$ cat src/rtl/core2axi4l_pipelined_pkg.sv
// Shared AXI4-Lite types and constants for the pipelined core-to-AXI4-Lite bridge.
// Imported by the order FIFO and the bridge top level.
package axi4l_pkg;

    typedef enum logic [1:0] {
        OKAY   = 2'b00,
        EXOKAY = 2'b01,
        SLVERR = 2'b10,
        DECERR = 2'b11
    } resp_e;

    typedef enum logic {
        TXN_READ  = 1'b0,
        TXN_WRITE = 1'b1
    } txn_e;

    localparam logic [2:0] PROT_DATA  = 3'b000;
    localparam logic [2:0] PROT_INSTR = 3'b100;

    // SLVERR and DECERR are the error responses; both have resp[1] set.
    function automatic logic resp_is_err(input logic [1:0] resp);
        return (resp == SLVERR) || (resp == DECERR);
    endfunction

endpackage

$ cat src/rtl/core2axi4l_pipelined_if.sv
// Bus interfaces of the bridge: the Ibex-style req/gnt/rvalid core port
// and the AXI4-Lite master port, each with master/slave modports.
interface core2axi4l_core_if #(
    parameter int AddrWidth = 32,
    parameter int DataWidth = 32
);
    localparam int StrbWidth = DataWidth / 8;

    logic                 core_req;
    logic                 core_gnt;
    logic                 core_we;
    logic [StrbWidth-1:0] core_be;
    logic [AddrWidth-1:0] core_addr;
    logic [DataWidth-1:0] core_wdata;
    logic                 core_rvalid;
    logic [DataWidth-1:0] core_rdata;
    logic                 core_err;

    modport master (
        output core_req, core_we, core_be, core_addr, core_wdata,
        input  core_gnt, core_rvalid, core_rdata, core_err
    );

    modport slave (
        input  core_req, core_we, core_be, core_addr, core_wdata,
        output core_gnt, core_rvalid, core_rdata, core_err
    );
endinterface

interface core2axi4l_axi_if #(
    parameter int AddrWidth = 32,
    parameter int DataWidth = 32
);
    localparam int StrbWidth = DataWidth / 8;

    logic                 axi_awvalid;
    logic                 axi_awready;
    logic [AddrWidth-1:0] axi_awaddr;
    logic [2:0]           axi_awprot;
    logic                 axi_wvalid;
    logic                 axi_wready;
    logic [DataWidth-1:0] axi_wdata;
    logic [StrbWidth-1:0] axi_wstrb;
    logic                 axi_bvalid;
    logic                 axi_bready;
    logic [1:0]           axi_bresp;
    logic                 axi_arvalid;
    logic                 axi_arready;
    logic [AddrWidth-1:0] axi_araddr;
    logic [2:0]           axi_arprot;
    logic                 axi_rvalid;
    logic                 axi_rready;
    logic [DataWidth-1:0] axi_rdata;
    logic [1:0]           axi_rresp;

    modport master (
        output axi_awvalid, axi_awaddr, axi_awprot, axi_wvalid, axi_wdata, axi_wstrb,
               axi_bready, axi_arvalid, axi_araddr, axi_arprot, axi_rready,
        input  axi_awready, axi_wready, axi_bvalid, axi_bresp, axi_arready,
               axi_rvalid, axi_rdata, axi_rresp
    );

    modport slave (
        input  axi_awvalid, axi_awaddr, axi_awprot, axi_wvalid, axi_wdata, axi_wstrb,
               axi_bready, axi_arvalid, axi_araddr, axi_arprot, axi_rready,
        output axi_awready, axi_wready, axi_bvalid, axi_bresp, axi_arready,
               axi_rvalid, axi_rdata, axi_rresp
    );
endinterface

$ cat src/rtl/core2axi4l_pipelined_order_fifo.sv
// Small synchronous FIFO recording the type of each granted transaction.
// A push is accepted while full as long as a pop happens in the same cycle.
module axi4l_order_fifo #(
    parameter int Depth = 2,
    parameter int Width = 1
) (
    input  logic             clk,
    input  logic             rst,
    input  logic             i_push,
    input  logic [Width-1:0] i_data,
    input  logic             i_pop,
    output logic [Width-1:0] o_data,
    output logic             o_full,
    output logic             o_empty
);
    localparam int PtrW = (Depth > 1) ? $clog2(Depth) : 1;
    localparam int CntW = $clog2(Depth + 1);

    logic [Width-1:0] r_mem [Depth];
    logic [PtrW-1:0]  r_wr_ptr;
    logic [PtrW-1:0]  r_rd_ptr;
    logic [CntW-1:0]  r_count;
    logic             w_push_ok;
    logic             w_pop_ok;

    function automatic logic [PtrW-1:0] ptr_inc(input logic [PtrW-1:0] p);
        return (p == PtrW'(Depth - 1)) ? '0 : p + PtrW'(1);
    endfunction

    assign o_empty   = (r_count == '0);
    assign o_full    = (r_count == CntW'(Depth));
    assign o_data    = r_mem[r_rd_ptr];
    assign w_pop_ok  = i_pop && !o_empty;
    assign w_push_ok = i_push && (!o_full || w_pop_ok);

    // NOTE: storage has no reset; an entry is only read after it was written, and
    // leaving it out of the reset keeps it a plain register array.
    always_ff @(posedge clk) begin
        if (w_push_ok) begin
            r_mem[r_wr_ptr] <= i_data;
        end
    end

    // NOTE: state registers use non-blocking assignments so every reader sees the
    // pre-edge value regardless of process ordering.
    always_ff @(posedge clk or posedge rst) begin
        if (rst) begin
            r_wr_ptr <= '0;
            r_rd_ptr <= '0;
            r_count  <= '0;
        end else begin
            if (w_push_ok) r_wr_ptr <= ptr_inc(r_wr_ptr);
            if (w_pop_ok)  r_rd_ptr <= ptr_inc(r_rd_ptr);
            case ({w_push_ok, w_pop_ok})
                2'b10:   r_count <= r_count + CntW'(1);
                2'b01:   r_count <= r_count - CntW'(1);
                default: r_count <= r_count;
            endcase
        end
    end

endmodule

$ cat src/rtl/core2axi4l_pipelined.sv
// Pipelined bridge from the Ibex req/gnt/rvalid memory port to an AXI4-Lite master,
// with up to MaxOutstanding transactions in flight and in-order responses.
module core2axi4l_pipelined
    import axi4l_pkg::*;
#(
    parameter int AddrWidth      = 32,
    parameter int DataWidth      = 32,
    parameter int MaxOutstanding = 2,
    parameter bit WriteEnable    = 1'b1,
    parameter bit InstrPort      = 1'b0,
    parameter bit StrictOrder    = 1'b1
) (
    input logic                 clk,
    input logic                 rst,
    core2axi4l_core_if.slave    core,
    core2axi4l_axi_if.master    axi
);
    localparam int StrbWidth = DataWidth / 8;
    localparam int CntW      = $clog2(MaxOutstanding + 1);

    logic                 r_arvalid;
    logic [AddrWidth-1:0] r_araddr;
    logic                 r_awvalid;
    logic [AddrWidth-1:0] r_awaddr;
    logic                 r_wvalid;
    logic [DataWidth-1:0] r_wdata;
    logic [StrbWidth-1:0] r_wstrb;
    logic [CntW-1:0]      r_cnt;
    logic [CntW-1:0]      r_n_rd;
    logic [CntW-1:0]      r_n_wr;
    logic                 r_rvalid;
    logic [DataWidth-1:0] r_rdata;
    logic                 r_err;

    logic w_is_write;
    logic w_ar_free;
    logic w_aw_free;
    logic w_w_free;
    logic w_slot_ok;
    logic w_hold_ok;
    logic w_order_ok;
    logic w_gnt;
    logic w_gnt_rd;
    logic w_gnt_wr;
    logic w_fifo_head;
    logic w_fifo_full;
    logic w_fifo_empty;
    logic w_rready;
    logic w_bready;
    logic w_r_hs;
    logic w_b_hs;
    txn_e w_push_txn;

    // ------------------------------------------------------------------
    // Grant logic: combinational so a free slot can be refilled every cycle
    // ------------------------------------------------------------------
    assign w_is_write = WriteEnable && core.core_we;
    assign w_ar_free  = !r_arvalid || axi.axi_arready;
    assign w_aw_free  = !r_awvalid || axi.axi_awready;
    assign w_w_free   = !r_wvalid  || axi.axi_wready;
    assign w_slot_ok  = (r_cnt < CntW'(MaxOutstanding)) || r_rvalid;
    assign w_hold_ok  = w_is_write ? (w_aw_free && w_w_free) : w_ar_free;
    assign w_order_ok = !StrictOrder || (w_is_write ? (r_n_rd == '0) : (r_n_wr == '0));
    assign w_gnt      = core.core_req && w_slot_ok && w_hold_ok && w_order_ok;
    assign w_gnt_rd   = w_gnt && !w_is_write;
    assign w_gnt_wr   = w_gnt && w_is_write;
    assign w_push_txn = w_is_write ? TXN_WRITE : TXN_READ;

    assign core.core_gnt = w_gnt;

    // ------------------------------------------------------------------
    // Order FIFO: only the channel matching the oldest transaction is ready
    // ------------------------------------------------------------------
    axi4l_order_fifo #(
        .Depth (MaxOutstanding),
        .Width (1)
    ) u_order_fifo (
        .clk     (clk),
        .rst     (rst),
        .i_push  (w_gnt),
        .i_data  (w_push_txn),
        .i_pop   (w_r_hs || w_b_hs),
        .o_data  (w_fifo_head),
        .o_full  (w_fifo_full),
        .o_empty (w_fifo_empty)
    );

    assign w_rready = !w_fifo_empty && (txn_e'(w_fifo_head) == TXN_READ);
    assign w_bready = WriteEnable && !w_fifo_empty && (txn_e'(w_fifo_head) == TXN_WRITE);
    assign w_r_hs   = axi.axi_rvalid && w_rready;
    assign w_b_hs   = axi.axi_bvalid && w_bready;

    // ------------------------------------------------------------------
    // Request hold registers
    // ------------------------------------------------------------------
    always_ff @(posedge clk or posedge rst) begin
        if (rst) begin
            r_arvalid <= 1'b0;
            r_araddr  <= '0;
        end else if (w_gnt_rd) begin
            r_arvalid <= 1'b1;
            r_araddr  <= core.core_addr;
        end else if (axi.axi_arready) begin
            r_arvalid <= 1'b0;
        end
    end

    // AW and W retire independently; a new write needs both to be free.
    always_ff @(posedge clk or posedge rst) begin
        if (rst) begin
            r_awvalid <= 1'b0;
            r_awaddr  <= '0;
            r_wvalid  <= 1'b0;
            r_wdata   <= '0;
            r_wstrb   <= '0;
        end else begin
            if (w_gnt_wr) begin
                r_awvalid <= 1'b1;
                r_awaddr  <= core.core_addr;
            end else if (axi.axi_awready) begin
                r_awvalid <= 1'b0;
            end
            if (w_gnt_wr) begin
                r_wvalid <= 1'b1;
                r_wdata  <= core.core_wdata;
                r_wstrb  <= core.core_be;
            end else if (axi.axi_wready) begin
                r_wvalid <= 1'b0;
            end
        end
    end

    // ------------------------------------------------------------------
    // Outstanding counters: total, plus reads/writes still in the FIFO
    // ------------------------------------------------------------------
    always_ff @(posedge clk or posedge rst) begin
        if (rst) begin
            r_cnt  <= '0;
            r_n_rd <= '0;
            r_n_wr <= '0;
        end else begin
            case ({w_gnt, r_rvalid})
                2'b10:   r_cnt <= r_cnt + CntW'(1);
                2'b01:   r_cnt <= r_cnt - CntW'(1);
                default: r_cnt <= r_cnt;
            endcase
            case ({w_gnt_rd, w_r_hs})
                2'b10:   r_n_rd <= r_n_rd + CntW'(1);
                2'b01:   r_n_rd <= r_n_rd - CntW'(1);
                default: r_n_rd <= r_n_rd;
            endcase
            case ({w_gnt_wr, w_b_hs})
                2'b10:   r_n_wr <= r_n_wr + CntW'(1);
                2'b01:   r_n_wr <= r_n_wr - CntW'(1);
                default: r_n_wr <= r_n_wr;
            endcase
        end
    end

    // ------------------------------------------------------------------
    // Response register: one core_rvalid pulse per R/B handshake
    // ------------------------------------------------------------------
    always_ff @(posedge clk or posedge rst) begin
        if (rst) begin
            r_rvalid <= 1'b0;
            r_rdata  <= '0;
            r_err    <= 1'b0;
        end else begin
            r_rvalid <= w_r_hs || w_b_hs;
            if (w_r_hs) begin
                r_rdata <= axi.axi_rdata;
                r_err   <= resp_is_err(axi.axi_rresp);
            end else if (w_b_hs) begin
                r_rdata <= '0;
                r_err   <= resp_is_err(axi.axi_bresp);
            end else begin
                r_rdata <= '0;
                r_err   <= 1'b0;
            end
        end
    end

    assign core.core_rvalid = r_rvalid;
    assign core.core_rdata  = r_rdata;
    assign core.core_err    = r_err;

    assign axi.axi_arvalid = r_arvalid;
    assign axi.axi_araddr  = r_araddr;
    assign axi.axi_arprot  = InstrPort ? PROT_INSTR : PROT_DATA;
    assign axi.axi_rready  = w_rready;
    assign axi.axi_awvalid = r_awvalid;
    assign axi.axi_awaddr  = r_awaddr;
    assign axi.axi_awprot  = PROT_DATA;
    assign axi.axi_wvalid  = r_wvalid;
    assign axi.axi_wdata   = r_wdata;
    assign axi.axi_wstrb   = r_wstrb;
    assign axi.axi_bready  = w_bready;

    // Payload must stay put while the slave has not yet accepted it.
    a_ar_stable : assert property (@(posedge clk) disable iff (rst)
        (r_arvalid && !axi.axi_arready) |=> (r_arvalid && $stable(r_araddr)));
    a_aw_stable : assert property (@(posedge clk) disable iff (rst)
        (r_awvalid && !axi.axi_awready) |=> (r_awvalid && $stable(r_awaddr)));
    a_w_stable : assert property (@(posedge clk) disable iff (rst)
        (r_wvalid && !axi.axi_wready) |=> (r_wvalid && $stable(r_wdata) && $stable(r_wstrb)));
    a_cnt_bound : assert property (@(posedge clk) disable iff (rst)
        (r_cnt <= CntW'(MaxOutstanding)));
    a_fifo_no_overflow : assert property (@(posedge clk) disable iff (rst)
        !(w_gnt && w_fifo_full && !(w_r_hs || w_b_hs)));

endmodule

$ cat src/flat_wrapper.sv
// flat-port wrapper written by rule: the top's interface ports become plain ports
module core2axi4l_pipelined_flat import axi4l_pkg::*;
#(
    parameter int AddrWidth      = 32,
    parameter int DataWidth      = 32,
    parameter int MaxOutstanding = 2,
    parameter bit WriteEnable    = 1'b1,
    parameter bit InstrPort      = 1'b0,
    parameter bit StrictOrder    = 1'b1
)
  (clk, rst, core_core_req, core_core_we, core_core_be, core_core_addr, core_core_wdata, core_core_gnt, core_core_rvalid, core_core_rdata, core_core_err, axi_axi_awvalid, axi_axi_awaddr, axi_axi_awprot, axi_axi_wvalid, axi_axi_wdata, axi_axi_wstrb, axi_axi_bready, axi_axi_arvalid, axi_axi_araddr, axi_axi_arprot, axi_axi_rready, axi_axi_awready, axi_axi_wready, axi_axi_bvalid, axi_axi_bresp, axi_axi_arready, axi_axi_rvalid, axi_axi_rdata, axi_axi_rresp);
  core2axi4l_core_if #(.AddrWidth(AddrWidth), .DataWidth(DataWidth)) core_i ();
  core2axi4l_axi_if #(.AddrWidth(AddrWidth), .DataWidth(DataWidth)) axi_i ();
  input logic clk;
  input logic rst;
  input wire logic [$bits(core_i.core_req)-1:0] core_core_req;
  input wire logic [$bits(core_i.core_we)-1:0] core_core_we;
  input wire logic [$bits(core_i.core_be)-1:0] core_core_be;
  input wire logic [$bits(core_i.core_addr)-1:0] core_core_addr;
  input wire logic [$bits(core_i.core_wdata)-1:0] core_core_wdata;
  output wire logic [$bits(core_i.core_gnt)-1:0] core_core_gnt;
  output wire logic [$bits(core_i.core_rvalid)-1:0] core_core_rvalid;
  output wire logic [$bits(core_i.core_rdata)-1:0] core_core_rdata;
  output wire logic [$bits(core_i.core_err)-1:0] core_core_err;
  output wire logic [$bits(axi_i.axi_awvalid)-1:0] axi_axi_awvalid;
  output wire logic [$bits(axi_i.axi_awaddr)-1:0] axi_axi_awaddr;
  output wire logic [$bits(axi_i.axi_awprot)-1:0] axi_axi_awprot;
  output wire logic [$bits(axi_i.axi_wvalid)-1:0] axi_axi_wvalid;
  output wire logic [$bits(axi_i.axi_wdata)-1:0] axi_axi_wdata;
  output wire logic [$bits(axi_i.axi_wstrb)-1:0] axi_axi_wstrb;
  output wire logic [$bits(axi_i.axi_bready)-1:0] axi_axi_bready;
  output wire logic [$bits(axi_i.axi_arvalid)-1:0] axi_axi_arvalid;
  output wire logic [$bits(axi_i.axi_araddr)-1:0] axi_axi_araddr;
  output wire logic [$bits(axi_i.axi_arprot)-1:0] axi_axi_arprot;
  output wire logic [$bits(axi_i.axi_rready)-1:0] axi_axi_rready;
  input wire logic [$bits(axi_i.axi_awready)-1:0] axi_axi_awready;
  input wire logic [$bits(axi_i.axi_wready)-1:0] axi_axi_wready;
  input wire logic [$bits(axi_i.axi_bvalid)-1:0] axi_axi_bvalid;
  input wire logic [$bits(axi_i.axi_bresp)-1:0] axi_axi_bresp;
  input wire logic [$bits(axi_i.axi_arready)-1:0] axi_axi_arready;
  input wire logic [$bits(axi_i.axi_rvalid)-1:0] axi_axi_rvalid;
  input wire logic [$bits(axi_i.axi_rdata)-1:0] axi_axi_rdata;
  input wire logic [$bits(axi_i.axi_rresp)-1:0] axi_axi_rresp;
  assign core_i.core_req = core_core_req;
  assign core_i.core_we = core_core_we;
  assign core_i.core_be = core_core_be;
  assign core_i.core_addr = core_core_addr;
  assign core_i.core_wdata = core_core_wdata;
  assign core_core_gnt = core_i.core_gnt;
  assign core_core_rvalid = core_i.core_rvalid;
  assign core_core_rdata = core_i.core_rdata;
  assign core_core_err = core_i.core_err;
  assign axi_axi_awvalid = axi_i.axi_awvalid;
  assign axi_axi_awaddr = axi_i.axi_awaddr;
  assign axi_axi_awprot = axi_i.axi_awprot;
  assign axi_axi_wvalid = axi_i.axi_wvalid;
  assign axi_axi_wdata = axi_i.axi_wdata;
  assign axi_axi_wstrb = axi_i.axi_wstrb;
  assign axi_axi_bready = axi_i.axi_bready;
  assign axi_axi_arvalid = axi_i.axi_arvalid;
  assign axi_axi_araddr = axi_i.axi_araddr;
  assign axi_axi_arprot = axi_i.axi_arprot;
  assign axi_axi_rready = axi_i.axi_rready;
  assign axi_i.axi_awready = axi_axi_awready;
  assign axi_i.axi_wready = axi_axi_wready;
  assign axi_i.axi_bvalid = axi_axi_bvalid;
  assign axi_i.axi_bresp = axi_axi_bresp;
  assign axi_i.axi_arready = axi_axi_arready;
  assign axi_i.axi_rvalid = axi_axi_rvalid;
  assign axi_i.axi_rdata = axi_axi_rdata;
  assign axi_i.axi_rresp = axi_axi_rresp;
  core2axi4l_pipelined #(.AddrWidth(AddrWidth), .DataWidth(DataWidth), .MaxOutstanding(MaxOutstanding), .WriteEnable(WriteEnable), .InstrPort(InstrPort), .StrictOrder(StrictOrder)) u_core (.clk(clk), .rst(rst), .core(core_i), .axi(axi_i));
endmodule
$ cat config.mk
export PLATFORM = sky130hd
export DESIGN_NAME = core2axi4l_pipelined_flat
export DESIGN_NICKNAME = d
export VERILOG_FILES = /design/src/rtl/core2axi4l_pipelined_pkg.sv /design/src/rtl/core2axi4l_pipelined_if.sv /design/src/rtl/core2axi4l_pipelined_order_fifo.sv /design/src/rtl/core2axi4l_pipelined.sv /design/src/flat_wrapper.sv
export SDC_FILE = /design/constraint.sdc
export NUM_CORES = 1
export LEC_CHECK = 0
export CAP_MARGIN = 10
export CORE_MARGIN = 1
export CORE_UTILIZATION = 43
export CTS_BUF_LIST = sky130_fd_sc_hd__clkbuf_8
export CTS_CLUSTER_DIAMETER = 40
export DETAILED_ROUTE_END_ITERATION = 8
export PLACE_DENSITY = 0.83
export SLEW_MARGIN = 20
export SYNTH_ARGS = -nofsm -noshare
export SYNTH_HDL_FRONTEND = slang
export SYNTH_SLANG_ARGS = --single-unit
export TNS_END_PERCENT = 50
$ cat constraint.sdc
create_clock -name clk -period 7.9 [get_ports clk]
set_input_delay 2.37 -clock clk [delete_from_list [all_inputs] [get_ports clk]]
set_output_delay 2.37 -clock clk [all_outputs]
set_load 0.005 [all_outputs]
# Word-level counts from Yosys, hierarchy flattened
# Memory sizes are Yosys's and may differ from the RTL's.
# Index checks and enable logic that the tools add are counted.
# word_totals
register_bits,147
latchBits,0
ram_bits,2
romBits,0
in_bits,113
out_inout_bits,146
n_memories,1
# mem_list
name,depth,width,rd,rd_ports_with_merged_regs,write_ports,line_no,source
u_core.u_order_fifo.r_mem,2,1,1,0,1,core2axi4l_pipelined_order_fifo.sv:19,logic [Width-1:0] r_mem [Depth];
# classes
addsub,10
multipliers,0
div_mod_pow,0
magnitude_cmp,1
n_eq_ne,13
shift,0
n_mux,20
bitwise_logic,1
reduce_logical,36
# op_table
op,count
$mux 32,1
$eq 2x2->1 const B,9
$pmux 2 s2,4
$mux 1,15
$reduce_bool 2->1,7
$logic_and 1x1->1,12
$add 2x1->2 const B,4
$eq 2x1->1 const B,4
$logic_or 1x1->1,8
$sub 2x1->2 const B,4
$logic_not 1->1,6
$logic_not 2->1,3
$add 1x1->1 const B,2
$lt 2x2->1 const B,1
$not 1->1,1

# Logic depth before layout (Yosys ltp)
# depth
word_depth,10
mapped_depth,10
ltp_nobuf,8

# Hierarchy
# Synthesis repeated with hierarchy kept, for this count alone.
# unflattened
hier_cells,360
area_unflattened_um2,5754.3
# by_module_without_submodules
module,instances,cells_per_inst,area_per_inst_um2
core2axi4l_pipelined,1,337,5461.5
axi4l_order_fifo,1,23,292.8

# Least setup slack after synthesis
# Ideal clock, no wire load.
# synth_timing
kind,input to output
startpoint,in core_core_we
endpoint,out core_core_gnt
t_arrival_ns,3.159
slack_ns,2.371
path_stages,2
n_path_buf,0
cell_sequence,or4_4 > a21oi_4
# synth_between
elab_chain_len,3
word_cells_on_any_way,4
# synth_lines
element,line_no,source
"start, declared",flat_wrapper.sv:17,input wire logic [$bits(core_i.core_we)-1:0] core_core_we;
$mux 1,core2axi4l_pipelined.sv:62,assign w_hold_ok = w_is_write ? (w_aw_free && w_w_free) : w_ar_free;
$logic_and 1x1->1,core2axi4l_pipelined.sv:64,assign w_gnt = core.core_req && w_slot_ok && w_hold_ok && w_order_ok;
$logic_and 1x1->1 (*),core2axi4l_pipelined.sv:64,
"end, declared",flat_wrapper.sv:21,output wire logic [$bits(core_i.core_gnt)-1:0] core_core_gnt;
# Every way passes the cells marked *; elsewhere a longest branch is shown, timed or not.

# Final worst setup path
# Ends and elaborated chain as after synthesis.

==> results.cfg <==
[status]
status = completed

[floorplanning]
start_util = 0.441
die-area_sq_um = 13500
die_h_microns = 116
core_sq_um = 12700
io_pins = 259
num_rows = 41
dieWidth_microns = 116

[clocking]
htree_levels = 4
cts.clk_slew.worst_paths_ns = 0.07
cts_made_buffers = 17
clk_latency_ns = 0.44
cts_sinks = 149
cts_setup_buffers = 0
clockRootBuffer = clkbuf_8
hold_buffers = 0
clockBufferDepth = 2
cts_tree = done
cts.repair.resized = 0

[grt]
track_usage = 0.196
grt_overflow = 0
grt_pass1_vias = 3897
grt_max_degree = 86
antenna_found_initial = 0
grt_pass1_wl_microns = 19500

[final_layout]
drive_gt1_frac = 0.162
antennaDiodeCount = 0
final_util = 0.679
area_growth_pct = 53.8
fin_nets = 728

[power_and_ir_drop]
ir_drop_mv = 0.182
power_density_nw_per_um2 = 341
p_leak_nw = 3.71

[routing]
drc_errors = 0
ant_nets = 0
drt_first_pass_iters = 6
wirelength_microns = 12800
via_per_inst = 4.72
drt_first_iter_violations = 134
wl_per_cell_microns = 16.1
num_vias = 3756

[setup_path]
cp_max_fo = 9
cp.arrival_ns = 4.29
crit_type = primary input to output pin
critical_path_required_ns = 5.53
start_kind = primary input
end_kind = output pin

[timing]
max_freq_mhz = 150
finalSetupViolations = 0
hold_violations = 0
setup_tns_ns = 0
layout_min_cycle_time_ns = 6.66
drv_slew = 0
timing.final.crit_share = 0.843
fin_skew_ns = 0.0101
worst-slew-pin-transition_ns = 1.08
relSlewSlack = 0.277
rsz0062_at_grt = false

[placement]
routabilityCongestion = 0.741
port_buffers = 250
dpl.hpwl_microns = 9360

[yosys]
postSynthAreaPerCell_sq_um = 15.7
post-synth-top-count-cell = dfrtp_1
ys_seq_area_frac = 0.669
synthFlopType = dfrtp_1
synth_edf_count = 2
synth.area.top_cells = dfrtp_1, mux2_2, mux2_1, and2_1, xnor2_1
synth_common_cells = dfrtp_1, mux2_2, mux2_1, and2_1, buf_4
yosys_warnings = 0
synth_cell_types = 32
netlist_instances = 357
synth_top_area_frac = 0.658
ys_async_sr_fraction = 0.987
yosys.area.top_type = dfrtp_1
synth_seq_cells = 149
synth_area_sq_um = 5590

[flow_run]
max_cap_violations = 0

[hold_path]
hp-class = register to register
## worst paths after layout
path / start / end / slack (ns) / depth (start not counted)
worst max-delay path: core_core_we / core_core_gnt / 1.24 / 4
worst min-delay path: u_core.r_cnt[1]$_DFFE_PP0P_ / u_core.r_cnt[1]$_DFFE_PP0P_ / 0.48 / 1
worst max register to register: u_core.r_n_wr[0]$_DFFE_PP0P_ / u_core.r_n_rd[1]$_DFFE_PP0P_ / 5.25 / 6
worst min register to register: u_core.r_cnt[1]$_DFFE_PP0P_ / u_core.r_cnt[1]$_DFFE_PP0P_ / 0.48 / 1
max in group asynchronous: rst / u_core.u_order_fifo.r_count[1]$_DFFE_PP0P_ / 4.16 / 3
min in group asynchronous: rst / u_core.axi.axi_wdata[1]$_DFFE_PP0P_ / 2.44 / 2
## worst max-delay path, stage by stage
cell and delay (ns):
clkdlybuf4s50_1 0.48, or4_4 0.55, a21oi_4 0.32, clkdlybuf4s50_1 0.57
## layer usage
layer  global-route usage  routed length, microns
met4               0.0880                     277
met2                0.330                    6640
met3               0.0727                     900
met5                    0                       0
met1                0.224                    4990
## power breakdown
part / total (mW) / internal, mW / switching (mW)
combinational: 1.16 / 0.789 / 0.368
sequential: 1.23 / 1.08 / 0.157
clock: 0.539 / 0.281 / 0.257
total: 2.93 / 2.15 / 0.782
## state kept, by name, indices dropped and copies added, names as in the netlist
register,count
u_core.r_n_wr,2
u_core.u_order_fifo.r_rd_ptr,1
u_core.core.core_rdata,32
u_core.u_order_fifo.r_mem,2
u_core.core.core_err,1
u_core.axi.axi_araddr,32
u_core.core.core_rvalid,1
u_core.r_n_rd,2
u_core.axi.axi_wvalid,1
u_core.axi.axi_wstrb,4
u_core.axi.axi_wdata,32
u_core.u_order_fifo.r_count,2
u_core.axi.axi_awaddr,32
u_core.u_order_fifo.r_wr_ptr,1
u_core.r_cnt,2
u_core.axi.axi_awvalid,1
u_core.axi.axi_arvalid,1
## stage by stage
step / setup slack (ns) / total power [mW] / area [sq um] / hold WS, ns / instances
6_report: 1.24 / 2.93 / 8600 / 0.481 / 796
5_1_grt: 1.19 / 3.11 / 8600 / 0.503 / 796
4_1_cts: 1.26 / 2.98 / 8600 / 0.483 / 796
3_5_place_dp: 1.26 / 2.43 / 8240 / 0.468 / 766
3_3_place_gp: 1.27 / 2.37 / 8240 / 0.458 / 766
2_1_floorplan: 1.58 / 1.67 / 5610 / 0.442 / 362
## logic make-up (layout without fill, tap and decap cells)
| kind of cell | count (synthesis) | count (layout) | share of synthesized area |
|---|---|---|---|
| adder cells (fa/ha/maj) | 2 | 2 | 0.00447 |
| buffers and inverters | 25 | 287 | 0.0246 |
| flip-flops | 149 | 149 | 0.669 |
| XOR/XNOR | 11 | 11 | 0.0172 |
| AO/OA/AOI/OAI | 5 | 5 | 0.00918 |
| other | 1 | 6 | 0.000671 |
| AND/OR/NAND/NOR | 60 | 60 | 0.0665 |
| multiplexers | 104 | 104 | 0.209 |
## layout make-up
type	count	area [sq um]
fillers	925	4070
flip-flops and latches	149	3740
repair buffers	252	2520
multi-input cells	188	1740
clock buffers	22	303
well taps	172	215
clock inverters	8	60.1
inverters	5	23.8
## cell usage in the layout, fill, tap and decap left out, drive strengths merged, types with 6 or more instances in the layout
master / synthesis / routed
inv: 5 / 9
dfrtp: 147 / 147
conb: 1 / 6
mux2: 101 / 101
and2: 33 / 33
clkbuf: 3 / 22
xnor2: 8 / 8
nor2: 9 / 9
clkdlybuf4s50: 0 / 250
nor2b: 6 / 6
(Power assumes the default switching activity.)
